## src/rtl/assembler_pass_sequencer_if.sv

```systemverilog
// assembler_pass_sequencer_if: assembler state type plus the sequencer's text, stream and status bundle.
package assembler_pass_sequencer_pkg;
  typedef enum logic [1:0] {IDLE, PC_MAPPING, ASSEMBLING} assembler_state_t;
endpackage

interface assembler_pass_sequencer_if #(
  parameter int NUMBER_LINES = 256,
  parameter int TEXT_DEPTH = 4096
);
  logic start_in;
  logic [$clog2(TEXT_DEPTH):0] text_len_in;
  logic [$clog2(TEXT_DEPTH)-1:0] text_addr_out;
  logic [7:0] text_data_in;
  logic [7:0] character_out;
  logic new_character_out;
  logic new_line_out;
  logic valid_data_out;
  logic [$clog2(NUMBER_LINES)+1:0] pc_out;
  assembler_pass_sequencer_pkg::assembler_state_t assembler_state_out;
  logic error_in;
  logic busy_out;
  logic done_out;
  logic error_out;
  logic [$clog2(NUMBER_LINES)-1:0] error_line_out;
  modport master (
    input start_in, text_len_in, text_data_in, error_in,
    output text_addr_out, character_out, new_character_out, new_line_out, valid_data_out, pc_out,
      assembler_state_out, busy_out, done_out, error_out, error_line_out
  );
  modport slave (
    output start_in, text_len_in, text_data_in, error_in,
    input text_addr_out, character_out, new_character_out, new_line_out, valid_data_out, pc_out,
      assembler_state_out, busy_out, done_out, error_out, error_line_out
  );
endinterface

```

## src/rtl/assembler_pass_sequencer.sv

```systemverilog
// assembler_pass_sequencer: two-pass character streamer with byte PC and error halt; COMMENT_SKIP_EN suppresses '/' comments.
module assembler_pass_sequencer
  import assembler_pass_sequencer_pkg::*;
#(
  parameter int NUMBER_LINES = 256,
  parameter int TEXT_DEPTH = 4096
) (
  input logic clk_in,
  input logic rst_in,
  assembler_pass_sequencer_if.master bus
);
  localparam int AW = $clog2(TEXT_DEPTH);
  localparam int LW = $clog2(NUMBER_LINES);
  localparam int PW = LW + 2;
  localparam logic [AW:0] DEPTH = (AW+1)'(TEXT_DEPTH);
  localparam logic [LW-1:0] LAST = LW'(NUMBER_LINES - 1);
`ifdef COMMENT_SKIP_EN
  localparam bit SKIP = 1'b1;
`else
  localparam bit SKIP = 1'b0;
`endif
  typedef enum logic [2:0] {S_IDLE, S_FETCH, S_ISSUE, S_GAP, S_EOL, S_SWITCH, S_DONE, S_ERROR} state_t;
  state_t state, state_n;
  assembler_state_t astate, astate_n;
  logic [AW:0] idx, idx_n, len, len_n;
  logic [PW-1:0] pc, pc_n;
  logic [LW-1:0] line, line_n, err_line, err_line_n;
  logic [7:0] chr, chr_n, d;
  logic pass2, pass2_n, in_label, in_label_n, content, content_n, open, open_n, in_cmt, in_cmt_n;
  logic new_chr, new_chr_n, new_line, new_line_n, valid, valid_n, busy, busy_n, done, done_n, err, err_n;
  logic alpha, cmt, running, at_end, fail;
  assign d = bus.text_data_in;
  assign alpha = (d >= 8'h41 && d <= 8'h5A) || (d >= 8'h61 && d <= 8'h7A);
  assign cmt = in_cmt || (SKIP && d == 8'h2F);
  assign running = state inside {S_FETCH, S_ISSUE, S_GAP, S_EOL, S_SWITCH};
  assign at_end = idx == len;
  assign fail = running && (bus.error_in || (state == S_EOL && line == LAST));
  // The RAM is addressed with the next index so its data is already valid in the FETCH cycle.
  assign bus.text_addr_out = idx_n[AW-1:0];
  assign bus.character_out = chr;
  assign bus.new_character_out = new_chr;
  assign bus.new_line_out = new_line;
  assign bus.valid_data_out = valid;
  assign bus.pc_out = pc;
  assign bus.assembler_state_out = astate;
  assign bus.busy_out = busy;
  assign bus.done_out = done;
  assign bus.error_out = err;
  assign bus.error_line_out = err_line;
  always_comb begin
    state_n = state;
    astate_n = astate;
    idx_n = idx;
    len_n = len;
    pc_n = pc;
    line_n = line;
    err_line_n = err_line;
    chr_n = chr;
    pass2_n = pass2;
    in_label_n = in_label;
    content_n = content;
    open_n = open;
    in_cmt_n = in_cmt;
    new_chr_n = 1'b0;
    new_line_n = 1'b0;
    valid_n = valid;
    busy_n = busy;
    done_n = 1'b0;
    err_n = err;
    if (fail) begin
      state_n = S_ERROR;
      astate_n = IDLE;
      err_line_n = line;
      valid_n = 1'b0;
      busy_n = 1'b0;
      err_n = 1'b1;
    end else begin
      case (state)
        S_IDLE, S_DONE, S_ERROR:
          if (bus.start_in) begin
            state_n = S_FETCH;
            astate_n = PC_MAPPING;
            len_n = bus.text_len_in > DEPTH ? DEPTH : bus.text_len_in;
            idx_n = '0;
            pc_n = '0;
            line_n = '0;
            pass2_n = 1'b0;
            in_label_n = 1'b0;
            content_n = 1'b0;
            open_n = 1'b0;
            in_cmt_n = 1'b0;
            valid_n = 1'b1;
            busy_n = 1'b1;
            err_n = 1'b0;
          end
        S_FETCH:
          // A synthetic newline closes the text only when the last line is still open.
          if (at_end) begin
            state_n = open ? S_EOL : S_SWITCH;
            new_line_n = open;
            valid_n = open;
          end else if (d == 8'h0A) begin
            state_n = S_EOL;
            new_line_n = 1'b1;
          end else if (d == 8'h0D) begin
            idx_n = idx + 1'b1;
          end else if (cmt) begin
            state_n = S_GAP;
            in_cmt_n = 1'b1;
            open_n = 1'b1;
          end else begin
            state_n = S_ISSUE;
            chr_n = d;
            new_chr_n = 1'b1;
            open_n = 1'b1;
            in_label_n = in_label ^ (d == 8'h2E);
            content_n = content | (alpha & ~in_label);
          end
        S_ISSUE: state_n = S_GAP;
        S_GAP: begin
          state_n = S_FETCH;
          idx_n = idx + 1'b1;
        end
        S_EOL: begin
          state_n = at_end ? S_SWITCH : S_FETCH;
          valid_n = !at_end;
          idx_n = at_end ? idx : idx + 1'b1;
          pc_n = content ? pc + PW'(4) : pc;
          line_n = line + 1'b1;
          in_label_n = 1'b0;
          content_n = 1'b0;
          open_n = 1'b0;
          in_cmt_n = 1'b0;
        end
        S_SWITCH:
          if (pass2) begin
            state_n = S_DONE;
            astate_n = IDLE;
            done_n = 1'b1;
            busy_n = 1'b0;
          end else begin
            state_n = S_FETCH;
            astate_n = ASSEMBLING;
            pass2_n = 1'b1;
            idx_n = '0;
            pc_n = '0;
            line_n = '0;
            valid_n = 1'b1;
          end
        default: state_n = S_IDLE;
      endcase
    end
  end
  always_ff @(posedge clk_in)
    if (!rst_in) begin
      state <= S_IDLE;
      astate <= IDLE;
      idx <= '0;
      len <= '0;
      pc <= '0;
      line <= '0;
      err_line <= '0;
      chr <= '0;
      pass2 <= 1'b0;
      in_label <= 1'b0;
      content <= 1'b0;
      open <= 1'b0;
      in_cmt <= 1'b0;
      new_chr <= 1'b0;
      new_line <= 1'b0;
      valid <= 1'b0;
      busy <= 1'b0;
      done <= 1'b0;
      err <= 1'b0;
    end else begin
      state <= state_n;
      astate <= astate_n;
      idx <= idx_n;
      len <= len_n;
      pc <= pc_n;
      line <= line_n;
      err_line <= err_line_n;
      chr <= chr_n;
      pass2 <= pass2_n;
      in_label <= in_label_n;
      content <= content_n;
      open <= open_n;
      in_cmt <= in_cmt_n;
      new_chr <= new_chr_n;
      new_line <= new_line_n;
      valid <= valid_n;
      busy <= busy_n;
      done <= done_n;
      err <= err_n;
    end
endmodule

```

## src/flat_wrapper.sv

```systemverilog
// flat-port wrapper written by rule: the top's interface ports become plain ports
module assembler_pass_sequencer_flat import assembler_pass_sequencer_pkg::*;
#(
  parameter int NUMBER_LINES = 256,
  parameter int TEXT_DEPTH = 4096
)
  (clk_in, rst_in, bus_start_in, bus_text_len_in, bus_text_data_in, bus_error_in, bus_text_addr_out, bus_character_out, bus_new_character_out, bus_new_line_out, bus_valid_data_out, bus_pc_out, bus_assembler_state_out, bus_busy_out, bus_done_out, bus_error_out, bus_error_line_out);
  assembler_pass_sequencer_if #(.NUMBER_LINES(NUMBER_LINES), .TEXT_DEPTH(TEXT_DEPTH)) bus_i ();
  input logic clk_in;
  input logic rst_in;
  input wire logic [$bits(bus_i.start_in)-1:0] bus_start_in;
  input wire logic [$bits(bus_i.text_len_in)-1:0] bus_text_len_in;
  input wire logic [$bits(bus_i.text_data_in)-1:0] bus_text_data_in;
  input wire logic [$bits(bus_i.error_in)-1:0] bus_error_in;
  output wire logic [$bits(bus_i.text_addr_out)-1:0] bus_text_addr_out;
  output wire logic [$bits(bus_i.character_out)-1:0] bus_character_out;
  output wire logic [$bits(bus_i.new_character_out)-1:0] bus_new_character_out;
  output wire logic [$bits(bus_i.new_line_out)-1:0] bus_new_line_out;
  output wire logic [$bits(bus_i.valid_data_out)-1:0] bus_valid_data_out;
  output wire logic [$bits(bus_i.pc_out)-1:0] bus_pc_out;
  output wire logic [$bits(bus_i.assembler_state_out)-1:0] bus_assembler_state_out;
  output wire logic [$bits(bus_i.busy_out)-1:0] bus_busy_out;
  output wire logic [$bits(bus_i.done_out)-1:0] bus_done_out;
  output wire logic [$bits(bus_i.error_out)-1:0] bus_error_out;
  output wire logic [$bits(bus_i.error_line_out)-1:0] bus_error_line_out;
  assign bus_i.start_in = bus_start_in;
  assign bus_i.text_len_in = bus_text_len_in;
  assign bus_i.text_data_in = bus_text_data_in;
  assign bus_i.error_in = bus_error_in;
  assign bus_text_addr_out = bus_i.text_addr_out;
  assign bus_character_out = bus_i.character_out;
  assign bus_new_character_out = bus_i.new_character_out;
  assign bus_new_line_out = bus_i.new_line_out;
  assign bus_valid_data_out = bus_i.valid_data_out;
  assign bus_pc_out = bus_i.pc_out;
  assign bus_assembler_state_out = bus_i.assembler_state_out;
  assign bus_busy_out = bus_i.busy_out;
  assign bus_done_out = bus_i.done_out;
  assign bus_error_out = bus_i.error_out;
  assign bus_error_line_out = bus_i.error_line_out;
  assembler_pass_sequencer #(.NUMBER_LINES(NUMBER_LINES), .TEXT_DEPTH(TEXT_DEPTH)) u_core (.clk_in(clk_in), .rst_in(rst_in), .bus(bus_i));
endmodule
```

## config.mk

```make
export PLATFORM = sky130hd
export DESIGN_NAME = assembler_pass_sequencer_flat
export DESIGN_NICKNAME = d
export VERILOG_FILES = /design/src/rtl/assembler_pass_sequencer_if.sv /design/src/rtl/assembler_pass_sequencer.sv /design/src/flat_wrapper.sv
export SDC_FILE = /design/constraint.sdc
export NUM_CORES = 1
export LEC_CHECK = 0
export ABC_CLOCK_PERIOD_IN_PS = 6400
export CAP_MARGIN = 30
export CORE_MARGIN = 1
export CORE_UTILIZATION = 45
export CTS_BUF_LIST = sky130_fd_sc_hd__clkbuf_16
export CTS_CLUSTER_DIAMETER = 50
export DETAILED_ROUTE_END_ITERATION = 8
export PLACE_DENSITY = 0.8
export SYNTH_ARGS = -nofsm -noshare
export SYNTH_HDL_FRONTEND = slang
export SYNTH_SLANG_ARGS = --single-unit
```

## constraint.sdc

```tcl
create_clock -name clk_in -period 6.4 [get_ports clk_in]
set_clock_uncertainty 0.1 [all_clocks]
set_input_delay 1.28 -clock clk_in [delete_from_list [all_inputs] [get_ports clk_in]]
set_output_delay 1.28 -clock clk_in [all_outputs]
set_load 0.005 [all_outputs]
```

==> results.tsv, run 1 <==
metric	value	unit
slowest_delay	0.62	ns
clk_pin_slew_worst_paths	0.06	ns
cts_tree	done	
slowest_stage	or4b_4	
area_delta_synth_final	26.2	%
critPathKind	input port to output port	
antenna_cells	0	
setup_tns	0	ns
crit_family	simple AND/OR/NAND/NOR gates	
cp_common_cell	clkdlybuf4s50_1	
synth_edf_count	0	
finalSetupViolCount	0	
antenna_left	0	
ios	71	
fmax	0.180	GHz
crit_path_cell_trace	clkdlybuf4s50_1 -> or4b_4 -> nor3_4 -> a21oi_2 -> a211oi_4 -> or3b_1 -> nand2_1 -> clkdlybuf4s50_1	
finalPower	1.70	mW
detail_route.iter0.violations	314	
clock_tree.buffer_depth	2	
dr.pass1.iters	5	
hp-class	flop to flop	
maxCapViolations	0	
relSlewSlack	46.1	%
grt_pass1_vias	3456	
worstPathArrival	4.16	ns
cp.required	5.02	ns
io_buffers	68	
ir_drop	0.185	mV
postCtsHoldBufs	0	
clock-root-buffer	clkbuf_16	
setup.worst_path.start_class	input port	
fin_crit	5.54	ns
die_x	94.2	microns
layout-drive-gt1-share	5.87	%
detailroute.via_count	3726	
start_util	46.6	%
grt_pass1_wl	16.3	mm
synth_ff_type	dfxtp_1	
slew_viol_final	0	
gp_congestion	0.895	
status	completed	
die_h	94.2	microns
antenna_found_initial	0	
wl	9.90	mm
yosysSeqAreaShare	38.2	%
final_cells	633	
grt_overflow	0	
synth_area	3830	sq um
fin_nets	551	
cts-resized-gates	0	
p_per_area	351	nW/um^2
crit_path_end_kind	output port	
rsz0062_at_grt	false	
async_flop_share	0	%
cts_sinks	73	
hold_viol_final	0	
wl_per_cell	15.6	microns
max_slew.worst_pin.slew	0.808	ns
syn_avg_cell_area	8.21	sq um
core	8220	sq um
num_rows	33	
grt_max_degree	50	
die_area	8880	sq um
cts_max_level	3	
cts_made_buffers	9	
place_inst	617	
synth.distinct_cells	68	
path_max_fanout	9	
via_per_inst	5.89	
place_ws	0.878	ns
cts_setup_buffers	0	
leakage	1.82	nW
clk_latency	0.34	ns
dp_hpwl	7.09	mm
fin_ws	0.859	ns
drt_drc_violations_left	0	
synth-seq-cells	73	
critPathBufInv	2	
grt_usage	23.5	%
syn_inst	466	
ys.warnings.count	0	
final.period_utilization	86.6	%
cell type report:
type                       count  area (sq um)
fill                         750          3390
clock inverter                 7          63.8
timing repair buffer          71           703
sequential                    73          1460
clock buffer                   9           225
tap                          105           131
multi-input combinational    357          2200
inverter                      11          41.3
metal layers:
| metal | part of all wire [%] | GRT usage (%) | vias up |
|---|---|---|---|
| met4 | 3.1 | 12.7 | 0 |
| met3 | 7.0 | 4.05 | 32 |
| met1 | 45 | 31.1 | 1740 |
| li1 | - | - | 1784 |
| met5 | 0 | 0 | - |
| met2 | 45 | 36.1 | 170 |
flip-flops by register name, summed over array words and instances, names as in the netlist, 2 cells and up:
signal                          cells
u_core.bus.assembler_state_out      2
u_core.bus.character_out            8
u_core.bus.error_line_out           8
u_core.bus.pc_out                   8
u_core.idx                         13
u_core.len                         13
u_core.line                         8
u_core.state                        3
worst paths after layout:
| kind | from | to | slack (ns) | cells past startpoint |
|---|---|---|---|---|
| max reg2reg | u_core.state[0] | u_core.bus.pc_out[7] | 3.65 | 6 |
| min reg2reg | u_core.bus.error_out | u_core.bus.error_out | 0.38 | 2 |
| min | u_core.bus.error_out | u_core.bus.error_out | 0.38 | 2 |
| max | bus_text_data_in[4] | bus_text_addr_out[8] | 0.86 | 8 |
worst min-delay path, delay by kind of cell, from the launching register on:
family / cells / cell delay, ns
AOI/OAI and AO/OA: 1 / 0.06
DFF: 1 / 0.32
and+or+nand+nor: 1 / 0.06
stage by stage:
stage	hold slack, ns	area, sq um	util [%]
after floorplan	0.348	3830	-
after global placement	0.350	4540	55.3
after detailed placement	0.354	4540	55.3
after CTS	0.371	4830	58.8
after global routing	0.412	4830	58.8
final	0.379	4830	58.8
cells in the final DEF, fill, tap and decap left out, drive strengths merged, types with 3 or more instances in the layout:
master and n:
a2111oi 3, a21o 3, a21oi 23, a22oi 10, a31oi 9, and2 4, and3 3, buf 3
clkbuf 9, clkdlybuf4s50 68, clkinv 3, dfxtp 73, ha 3, inv 13, mux2i 18, nand2 42
nand2b 3, nand3 17, nand3b 3, nand4 5, nor2 79, nor2b 3, nor3 16, nor3b 7
nor4 9, o211ai 4, o21ai 19, or3 3, or4 4, xnor2 12, xor2 14
power by group:
group	internal (mW)	switching, mW
registers	0.501	0.0687
clock network	0.298	0.191
logic	0.239	0.399
total	1.04	0.659
synth_stat cells (all sizes together) (11+ instances only):
cell type,instances,area share [%]
a21oi,23,3.2
xnor2,12,2.7
inv,11,1.1
clkbuf,16,1.6
mux2i,18,4.7
dfxtp,73,38
nand3,17,2.2
nor3,16,2.4
o21ai,19,2.5
nor2,79,7.7
nand2,42,4.1
xor2,14,3.2
kinds of logic after synthesis:
kind of cell,Yosys count,share of synthesized area [%]
other,1,0.0980
DFF,73,38.2
and+or+nand+nor,206,26.2
xor gates and xnor gates,26,5.95
muxes,18,4.71
buffers and inverters,37,4.31
AOI/OAI and AO/OA,102,19.6
adders and majority gates,3,0.981
No activity file was read; power rests on OpenSTA's default activity.
==> inputs of run 2 (changes only) <==
CORE_MARGIN = 2   (was 1)
==> results.tsv, run 2 (synthesis gave the netlist of run 1 again) <==
metric	value	unit	change
cts_made_buffers	9		unchanged
dp_hpwl	7.21	mm	+1.7%
start_util	46.6	%	unchanged
grt_max_degree	29		-42%
antenna_cells	0		unchanged
whs_endpoint	u_core.bus.error_out		
cts_sinks	73		unchanged
hold_viol_final	0		unchanged
grt_overflow	0		unchanged
area_delta_synth_final	26.2	%	about the same
layout-drive-gt1-share	5.68	%	-0.19 points
max_slew.worst_pin.slew	0.948	ns	+0.140 ns
clk_pin_slew_worst_paths	0.05	ns	about the same
power.net_switching	0.650	mW	-1.4%
die_h	96.2	microns	+2.1%
via_per_inst	5.80		-1.4%
cp.required	5.02	ns	about the same
io_buffers	68		unchanged
hold_start	u_core.bus.error_out		
clock_tree.buffer_depth	2		unchanged
finalSetupViolCount	0		unchanged
antenna_found_initial	0		unchanged
maxCapViolations	0		unchanged
slew_viol_final	0		unchanged
grt_usage	22.7	%	-0.80 points
power_frac_clock	28.6	%	-0.2 points
clk_latency	0.33	ns	about the same
pwr-share-comb	37.4	%	-0.2 points
cts_setup_buffers	0		unchanged
r2r_cells	7		+1
mostFrequentLayoutCell	nor2_1		
ir_drop	0.192	mV	+3.3%
postCtsHoldBufs	0		unchanged
fin_crit	5.53	ns	-0.00795 ns
core	8220	sq um	unchanged
fmax	0.181	GHz	+0.14%
die_x	96.2	microns	+2.1%
rsz0062_at_grt	false		
finalPower	1.69	mW	-0.43%
reg2reg_to	u_core.line[2]		
dpl_cell_area	4540	sq um	unchanged
worstPathArrival	4.15	ns	about the same
pwr-share-seq	33.9	%	+0.3 points
gp_congestion	0.892		-0.36%
fin_nets	551		unchanged
grt_pass1_vias	3426		-0.87%
cts-resized-gates	0		unchanged
crit_path_end_kind	output port		
clock-root-buffer	clkbuf_16		
setup_tns	0	ns	unchanged
setup.worst_path.start_class	input port		
switching_share	38.5	%	-0.37 points
wl_per_cell	15.8	microns	+0.84%
final.period_utilization	86.4	%	-0.12 points
status	completed		
mostFrequentLayoutCells	nor2_1, dfxtp_1, clkdlybuf4s50_1		
cts_max_level	3		unchanged
cts_tree	done		
leakage	1.81	nW	-0.30%
reg_top3	u_core.idx (13), u_core.len (13)		
drt_drc_violations_left	0		unchanged
reg2reg_slack	3.61	ns	-0.04 ns
relSlewSlack	36.7	%	-9.4 points
detailroute.via_count	3672		-1.4%
grt_pass1_wl	16.4	mm	+0.29%
hp-class	flop to flop		
ios	71		unchanged
num_rows	33		unchanged
path_max_fanout	9		unchanged
rr_startpoint	u_core.state[2]		
dr.pass1.iters	5		unchanged
antenna_left	0		unchanged
whs_path_depth	2		unchanged
critPathKind	input port to output port		
detail_route.iter0.violations	287		-8.6%
final_area	4830	sq um	about the same
wl	9.98	mm	+0.84%
die_area	9260	sq um	+4.3%
p_per_area	350	nW/um^2	-0.40%
p_int	1.04	mW	+0.18%
## run 2: power by group through the flow
stage	logic [mW]	clock network, mW	registers, mW
2_1_floorplan	0.486	0	0.541
3_3_place_gp	0.616	0	0.576
3_5_place_dp	0.621	0	0.580
4_1_cts	0.624	0.490	0.570
5_1_grt	0.693	0.511	0.581
6_report	0.632	0.484	0.574
## run 2: metal layers
metal | track usage (%) | routed length [microns]
met5 | 0 | 0
met4 | 8.21 | 176
met3 | 4.86 | 670
met2 | 35.4 | 4470
met1 | 30.8 | 4660
## run 2: how the worst max path moves through the flow
stage                         from              endpoint  slack (ns)  cells past startpoint
2_1_floorplan  bus_text_data_in[4]  bus_text_addr_out[8]        2.05                      6
5_1_grt        bus_text_data_in[4]  bus_text_addr_out[9]        0.76                      8
4_1_cts        bus_text_data_in[4]  bus_text_addr_out[8]        0.89                      8
3_5_place_dp   bus_text_data_in[4]  bus_text_addr_out[8]        0.89                      8
6_report       bus_text_data_in[4]  bus_text_addr_out[8]        0.87                      8
3_3_place_gp   bus_text_data_in[4]  bus_text_addr_out[8]        0.96                      8
## run 2: stage by stage
step | hold slack, ns | setup WS [ns] | utilization (%) | cells
2_1_floorplan | 0.348 | 2.05 | - | 467
3_3_place_gp | 0.353 | 0.962 | 55.3 | 617
3_5_place_dp | 0.363 | 0.894 | 55.3 | 617
4_1_cts | 0.380 | 0.887 | 58.8 | 633
5_1_grt | 0.401 | 0.763 | 58.8 | 633
6_report | 0.379 | 0.867 | 58.8 | 633
## run 2: layout make-up
type | instances | area [sq um]
fill | 718 | 3390
multi-input combinational | 357 | 2200
clock buffer | 9 | 225
inverter | 11 | 41.3
sequential | 73 | 1460
clock inverter | 7 | 62.6
timing repair buffer | 71 | 703
tap | 105 | 131
## run 2: worst max-delay path, stage by stage
cell and delay [ns]:
clkdlybuf4s50_1 0.47, or4b_4 0.62, nor3_4 0.24, a21oi_2 0.12, a211oi_4 0.42, or3b_1 0.43
nand2_1 0.08, clkdlybuf4s50_1 0.50
